## config.mk

```make
export PLATFORM = sky130hd
export DESIGN_NAME = uart_tx_arbiter_flat
export DESIGN_NICKNAME = d
export VERILOG_FILES = /design/src/rtl/uart_tx_arbiter_pkg.sv /design/src/rtl/uart_tx_arbiter_if.sv /design/src/rtl/uart_tx_arbiter_rr.sv /design/src/rtl/uart_tx_arbiter.sv /design/src/flat_wrapper.sv
export SDC_FILE = /design/constraint.sdc
export NUM_CORES = 1
export LEC_CHECK = 0
export CAP_MARGIN = 20
export CELL_PAD_IN_SITES_DETAIL_PLACEMENT = 0
export CELL_PAD_IN_SITES_GLOBAL_PLACEMENT = 1
export CORE_UTILIZATION = 30
export DETAILED_ROUTE_END_ITERATION = 8
export PLACE_DENSITY_LB_ADDON = 0.2
export SLEW_MARGIN = 20
export SYNTH_ARGS = -nofsm -noshare
export SYNTH_HDL_FRONTEND = slang
export SYNTH_SLANG_ARGS = --single-unit
```

## constraint.sdc

```tcl
create_clock -name clk -period 4.7 [get_ports clk]
set_input_delay 1.41 -clock clk [delete_from_list [all_inputs] [get_ports clk]]
set_output_delay 1.41 -clock clk [all_outputs]
set_load 0.05 [all_outputs]
```

## src/rtl/uart_tx_arbiter_pkg.sv

```systemverilog
// Shared types and defaults for the UART transmit arbiter.
//   state_e : arbiter FSM states
//   phase_e : which byte of the 2-byte packet is being sent
package uart_tx_arbiter_pkg;

  typedef enum logic [2:0] {
    StIdle,
    StGrant,
    StStart,
    StWaitHi,
    StWaitLo
  } state_e;

  typedef enum logic {
    PhHdr,
    PhDat
  } phase_e;

  localparam logic [3:0]  HdrTagDefault  = 4'hA;
  localparam int unsigned TimeoutDefault = 20000;

endpackage

```

## src/rtl/uart_tx_arbiter_if.sv

```systemverilog
// Bundle of producer-side and UART-side handshake signals around the arbiter.
//   req/req_data/ack          : level requests, flattened data, one-hot consume pulse
//   tx_transmit/tx_data/tx_busy : UART byte handshake
//   active/err_timeout        : status
// Modports: slave = the arbiter, master = the surrounding system (producers + UART).
interface uart_tx_arbiter_if #(
  parameter int unsigned N_REQ   = 4,
  parameter int unsigned DATA_BW = 8
);

  logic [N_REQ-1:0]         req;
  logic [N_REQ*DATA_BW-1:0] req_data;
  logic [N_REQ-1:0]         ack;
  logic                     tx_transmit;
  logic [DATA_BW-1:0]       tx_data;
  logic                     tx_busy;
  logic                     active;
  logic                     err_timeout;

  modport slave (
    input  req, req_data, tx_busy,
    output ack, tx_transmit, tx_data, active, err_timeout
  );

  modport master (
    output req, req_data, tx_busy,
    input  ack, tx_transmit, tx_data, active, err_timeout
  );

endinterface

```

## src/rtl/uart_tx_arbiter_rr.sv

```systemverilog
// Combinational round-robin selector.
//   req_i         : pending requests
//   ptr_i         : index of the last granted requester
//   grant_id_o    : first pending requester after ptr_i, wrapping N_REQ-1 -> 0
//   grant_valid_o : any request pending
module uart_tx_arbiter_rr #(
  parameter int unsigned N_REQ = 4,
  parameter int unsigned ID_BW = 2
) (
  input  logic [N_REQ-1:0] req_i,
  input  logic [ID_BW-1:0] ptr_i,
  output logic [ID_BW-1:0] grant_id_o,
  output logic             grant_valid_o
);

  logic [ID_BW-1:0] idx;

  // Walk N_REQ slots starting just after the pointer; the pointer itself is
  // visited last, so a held request yields to every other pending one.
  always_comb begin
    grant_id_o    = '0;
    grant_valid_o = 1'b0;
    idx           = ptr_i;
    for (int unsigned k = 0; k < N_REQ; k++) begin
      if (idx == ID_BW'(N_REQ - 1)) begin
        idx = '0;
      end else begin
        idx = idx + ID_BW'(1);
      end
      if (!grant_valid_o && req_i[idx]) begin
        grant_id_o    = idx;
        grant_valid_o = 1'b1;
      end
    end
  end

endmodule

```

## src/rtl/uart_tx_arbiter.sv

```systemverilog
// Shares one UART transmitter between N_REQ producers. Each grant becomes a
// 2-byte packet: header {HDR_TAG, zero-extended id}, then the producer's byte.
//   clk, rst : system clock, asynchronous active-high reset
//   arb_io   : slave side of uart_tx_arbiter_if (producers + UART handshake)
// A transmitted byte that never raises tx_busy within TIMEOUT clocks aborts the
// packet with an err_timeout pulse; the packet is dropped, not retried.
module uart_tx_arbiter
  import uart_tx_arbiter_pkg::*;
#(
  parameter int unsigned N_REQ   = 4,
  parameter int unsigned DATA_BW = 8,
  parameter int unsigned ID_BW   = 2,
  parameter logic [3:0]  HDR_TAG = HdrTagDefault,
  parameter int unsigned TIMEOUT = TimeoutDefault,
  parameter int unsigned TO_BW   = 15
) (
  input logic              clk,
  input logic              rst,
  uart_tx_arbiter_if.slave arb_io
);

  localparam int unsigned LowBw = DATA_BW - 4;

  state_e             state_q, state_d;
  phase_e             phase_q, phase_d;
  logic [ID_BW-1:0]   ptr_q, ptr_d;
  logic [DATA_BW-1:0] data_q, data_d;
  logic [DATA_BW-1:0] tx_data_q, tx_data_d;
  logic [TO_BW-1:0]   to_cnt_q, to_cnt_d;

  logic [ID_BW-1:0]   grant_id;
  logic               grant_valid;
  logic [DATA_BW-1:0] sel_data;
  logic               to_expired;

  uart_tx_arbiter_rr #(
    .N_REQ (N_REQ),
    .ID_BW (ID_BW)
  ) u_rr (
    .req_i         (arb_io.req),
    .ptr_i         (ptr_q),
    .grant_id_o    (grant_id),
    .grant_valid_o (grant_valid)
  );

  always_comb begin
    sel_data = '0;
    for (int unsigned i = 0; i < N_REQ; i++) begin
      if (grant_id == ID_BW'(i)) begin
        sel_data = arb_io.req_data[i*DATA_BW +: DATA_BW];
      end
    end
  end

  assign to_expired = (to_cnt_q == TO_BW'(TIMEOUT - 1));

  // State and datapath registers.
  always_ff @(posedge clk or posedge rst) begin
    if (rst) begin
      state_q   <= StIdle;
      phase_q   <= PhHdr;
      ptr_q     <= ID_BW'(N_REQ - 1);
      data_q    <= '0;
      tx_data_q <= '0;
      to_cnt_q  <= '0;
    end else begin
      state_q   <= state_d;
      phase_q   <= phase_d;
      ptr_q     <= ptr_d;
      data_q    <= data_d;
      tx_data_q <= tx_data_d;
      to_cnt_q  <= to_cnt_d;
    end
  end

  // Next-state and datapath next values.
  always_comb begin
    state_d   = state_q;
    phase_d   = phase_q;
    ptr_d     = ptr_q;
    data_d    = data_q;
    tx_data_d = tx_data_q;
    to_cnt_d  = to_cnt_q;
    unique case (state_q)
      StIdle: begin
        // A busy UART here is a foreign or leftover frame: hold off.
        if ((|arb_io.req) && !arb_io.tx_busy) begin
          state_d = StGrant;
        end
      end
      StGrant: begin
        if (grant_valid) begin
          state_d   = StStart;
          ptr_d     = grant_id;
          data_d    = sel_data;
          phase_d   = PhHdr;
          // Header is loaded now so it is already on tx_data during the pulse.
          tx_data_d = {HDR_TAG, LowBw'(grant_id)};
        end else begin
          state_d = StIdle;
        end
      end
      StStart: begin
        to_cnt_d = '0;
        state_d  = StWaitHi;
      end
      StWaitHi: begin
        if (arb_io.tx_busy) begin
          state_d = StWaitLo;
        end else if (to_expired) begin
          state_d = StIdle;
        end else if (to_cnt_q != '1) begin
          to_cnt_d = to_cnt_q + TO_BW'(1);
        end
      end
      StWaitLo: begin
        if (!arb_io.tx_busy) begin
          if (phase_q == PhHdr) begin
            phase_d   = PhDat;
            tx_data_d = data_q;
            state_d   = StStart;
          end else begin
            state_d = StIdle;
          end
        end
      end
      default: state_d = StIdle;
    endcase
  end

  // Outputs.
  always_comb begin
    arb_io.ack         = '0;
    arb_io.tx_transmit = 1'b0;
    arb_io.err_timeout = 1'b0;
    unique case (state_q)
      StGrant:  if (grant_valid) arb_io.ack = N_REQ'(1) << grant_id;
      StStart:  arb_io.tx_transmit = 1'b1;
      StWaitHi: arb_io.err_timeout = !arb_io.tx_busy && to_expired;
      default:  ;
    endcase
  end

  assign arb_io.tx_data = tx_data_q;
  assign arb_io.active  = (state_q != StIdle);

endmodule

```

## src/flat_wrapper.sv

```systemverilog
// flat-port wrapper written by rule: the top's interface ports become plain ports
module uart_tx_arbiter_flat import uart_tx_arbiter_pkg::*;
#(
  parameter int unsigned N_REQ   = 4,
  parameter int unsigned DATA_BW = 8,
  parameter int unsigned ID_BW   = 2,
  parameter logic [3:0]  HDR_TAG = HdrTagDefault,
  parameter int unsigned TIMEOUT = TimeoutDefault,
  parameter int unsigned TO_BW   = 15
)
  (clk, rst, arb_io_req, arb_io_req_data, arb_io_tx_busy, arb_io_ack, arb_io_tx_transmit, arb_io_tx_data, arb_io_active, arb_io_err_timeout);
  uart_tx_arbiter_if #(.N_REQ(N_REQ), .DATA_BW(DATA_BW)) arb_io_i ();
  input logic clk;
  input logic rst;
  input wire logic [$bits(arb_io_i.req)-1:0] arb_io_req;
  input wire logic [$bits(arb_io_i.req_data)-1:0] arb_io_req_data;
  input wire logic [$bits(arb_io_i.tx_busy)-1:0] arb_io_tx_busy;
  output wire logic [$bits(arb_io_i.ack)-1:0] arb_io_ack;
  output wire logic [$bits(arb_io_i.tx_transmit)-1:0] arb_io_tx_transmit;
  output wire logic [$bits(arb_io_i.tx_data)-1:0] arb_io_tx_data;
  output wire logic [$bits(arb_io_i.active)-1:0] arb_io_active;
  output wire logic [$bits(arb_io_i.err_timeout)-1:0] arb_io_err_timeout;
  assign arb_io_i.req = arb_io_req;
  assign arb_io_i.req_data = arb_io_req_data;
  assign arb_io_i.tx_busy = arb_io_tx_busy;
  assign arb_io_ack = arb_io_i.ack;
  assign arb_io_tx_transmit = arb_io_i.tx_transmit;
  assign arb_io_tx_data = arb_io_i.tx_data;
  assign arb_io_active = arb_io_i.active;
  assign arb_io_err_timeout = arb_io_i.err_timeout;
  uart_tx_arbiter #(.N_REQ(N_REQ), .DATA_BW(DATA_BW), .ID_BW(ID_BW), .HDR_TAG(HDR_TAG), .TIMEOUT(TIMEOUT), .TO_BW(TO_BW)) u_core (.clk(clk), .rst(rst), .arb_io(arb_io_i));
endmodule
```

==> results_dict.tcl, run 1 <==
set metrics [dict create \
    post_drt_wl_per_cell_um 13.89 \
    drv_cap 0 \
    grt_max_degree 22 \
    cts_sinks 37 \
    fin_area_sq_um 3344 \
    tritoncts "done" \
    netlist.area_leader.share_pct 35.97 \
    cp-start-kind "primary input" \
    slowest_stage "mux4_2" \
    grt_pass1_vias 2110 \
    core-area_sq_um 7807 \
    hold_buffers 0 \
    syn_nets 312 \
    cts_made_buffers 5 \
    routabilityCongestion 0.7942 \
    rsz0062_at_grt "false" \
    synth_edf_count 0 \
    cp_max_fo 5 \
    clk_pin_slew_worst_paths_ns 0.07 \
    fin_worst_skew_ns 0.007581 \
    finalSetupViolCount 0 \
    post-route-drc-count 0 \
    synth_area_sq_um 2435 \
    synth.top_cells.by_count "dfrtp_1 (35), nand2_1 (32), nor2_1 (29), mux2i_1 (16), clkbuf_1 (10)" \
    io_buffers 53 \
    netlist_instances 271 \
    vias 2164 \
    routed_wl_um 6040 \
    htree_levels 2 \
    yosysSeqAreaShare_pct 38.13 \
    status "finished clean" \
    min_period_ns 4.620 \
    pin_count 54 \
    yosysMostFrequentCell "dfrtp_1" \
    worstMarginPinSlew_ns 0.8422 \
    drt_iter0_markers 52 \
    final_nets 373 \
    dieArea_sq_um 8481 \
    synth.area.top_cells "dfrtp_1 (36%), mux2i_1 (6.6%), nand2_1 (4.9%)" \
    dp_hpwl_um 4432 \
    required_ns 3.29 \
    overflow 0 \
    grt_usage_pct 14.94 \
    fillers 776 \
    place_area_sq_um 3194 \
    path_buf_inv 2 \
    leakage_uw 0.001442 \
    die_h_um 92.09 \
    die_w_um 92.09 \
    final_antenna_net_count 0 \
    multi_input_comb_area_sq_um 1419 \
    synth-seq-cells 37 \
    via_per_inst 4.975 \
    crit_chain "clkdlybuf4s50_1 -> nor2b_1 -> mux4_2 -> a32oi_2 -> o211ai_4 -> nor2b_4 -> buf_12" \
    yosys.area.top_type "dfrtp_1" \
    antenna_found_initial 0 \
    synth-async-reset-ratio_pct 100.0 \
    yosys_warnings 0 \
    critical_path.top_delay_family "buffers and inverters" \
    clk_path_buf_depth 2 \
    min_path_type "reg -> reg" \
    worstPathArrival_ns 3.21 \
    max_freq_mhz 216.5 \
    syn_to_final_growth_pct 37.36 \
    post-cts-setup-buffers 0 \
    seqCellArea_sq_um 928.4 \
    cts-root-buf "clkbuf_8" \
    crit_type "in -> out" \
    synth.distinct_cells 59 \
    maxSlewViolCount 0 \
    crit_path_end_kind "output port" \
    clk_latency_ns 0.28 \
    avgSynthCellArea_sq_um 8.985 \
    min_period_over_period_pct 98.29 \
    slew-limit-headroom_pct 43.42 \
    critPathMaxStageDelay_ns 0.50 \
    ir_worst_vdd_uv 444.3 \
    final-hold-violation-count 0 \
    num_rows 32 \
    drive_gt1_share_pct 17.42 \
    dr.pass1.iters 4 \
    grt_pass1_wl_um 10140 \
    p_per_area_nw_per_um2 599.5 \
    synthFlopType "dfrtp_1" \
    setup-tns-final_ns 0 \
    antenna_cells 0 \
    start_util_pct 31.19 \
]
[cell type report]
class,count,area share (%)
timing repair buffer,72,21.51
sequential,37,27.76
inverter,9,1.010
tap,102,3.816
multi-input combinational,207,42.42
clock inverter,1,0.8979
clock buffer,7,2.581
[state kept, by name, indices dropped and copies added (netlist names)]
register	flops
u_core.arb_io.tx_data	8
u_core.to_cnt_q	15
u_core.phase_q	1
u_core.data_q	8
u_core.state_q	3
u_core.ptr_q	2
[final timing paths]
kind                                 startpoint                  to  slack (ns)  depth (start not counted)
worst max-delay path              arb_io_req[3]       arb_io_ack[2]        0.08                          7
worst min-delay path            u_core.ptr_q[1]     u_core.ptr_q[1]        0.47                          2
worst max register to register  u_core.ptr_q[1]    u_core.data_q[0]        1.75                          8
worst min register to register  u_core.ptr_q[1]     u_core.ptr_q[1]        0.47                          2
max in group asynchronous                   rst     u_core.ptr_q[0]        2.39                          3
min in group asynchronous                   rst  u_core.to_cnt_q[6]        1.51                          2
[cell usage in the layout (no fill, tap or decap), types with 3 or more instances in the layout]
cell type,instances
nor4_1,4
nor2b_1,5
buf_12,5
nand2_1,32
mux2i_1,16
xnor2_1,7
nor3b_1,4
o211ai_1,4
nand4_1,6
o21ai_0,5
clkbuf_8,6
nor3_1,8
a21oi_1,7
dlygate4sd2_1,3
nand3b_1,5
nand2b_1,4
nand3_1,3
nor2_1,27
a22o_1,6
clkdlybuf4s50_1,45
buf_4,19
a22oi_1,3
dfrtp_1,35
inv_1,9
o221ai_1,5
or3_1,3
nor3_2,3
o21a_1,3
o31a_1,3
[cells by family (layout without fill, tap and decap cells)]
group                      count (synthesis)  count (layout)  synth area share, %
and+or+nand+nor                          122             122                25.95
AOI/OAI and AO/OA                         57              57                18.60
DFF                                       37              37                38.13
buffers and inverters                     27              89                5.344
muxes                                     19              19                8.427
xor gates and xnor gates                   7               7                2.518
adders and majority gates                  2               2                1.028
[metal layers]
layer | global-route usage (%) | part of all wire, %
met3 | 3.151 | 3.2
met2 | 23.38 | 46
met4 | 3.906 | 0.71
met5 | 0 | 0
met1 | 20.82 | 50
[tightest hold or removal path, cell delays in order (launching register included)]
cell and delay, ns:
dfstp_2 0.38, nand2_1 0.05, nand2_1 0.05
[metrics by stage]
stage / power (uW) / cells / setup slack [ns] / util [%] / hold WS [ns]
after detailed placement: 1698 / 427 / -0.1153 / 40.91 / 0.4681
final: 2005 / 435 / 0.08034 / 42.84 / 0.4743
after global placement: 1697 / 427 / -0.09625 / 40.91 / 0.4520
after global routing: 2159 / 435 / 0.01100 / 42.84 / 0.5166
after CTS: 2004 / 435 / 0.003313 / 42.47 / 0.4777
after floorplan: 1372 / 271 / -0.1361 / - / 0.4412
[report_power, final]
part / switching [uW] / internal (uW)
registers: 67.5 / 413
clock network: 113 / 173
logic: 710 / 528
total: 890 / 1110
[repair_timing]
action	CTS	global route
endpoints found under the setup margin	4	4
pin swaps	1	3
endpoints found under the hold margin	0	0
gates resized for setup	6	6
Note: power is estimated with default switching activity, not from simulation.
==> inputs of run 2 (changes only) <==
--- a/config.mk
+++ b/config.mk
@@ -5,6 +5,7 @@
 export SDC_FILE = /design/constraint.sdc
 export NUM_CORES = 1
 export LEC_CHECK = 0
+export ABC_CLOCK_PERIOD_IN_PS = 4700
 export CAP_MARGIN = 20
 export CELL_PAD_IN_SITES_DETAIL_PLACEMENT = 0
 export CELL_PAD_IN_SITES_GLOBAL_PLACEMENT = 1
==> results of run 2 <==
Final layout, timing and power as in run 1 (identical DEF).
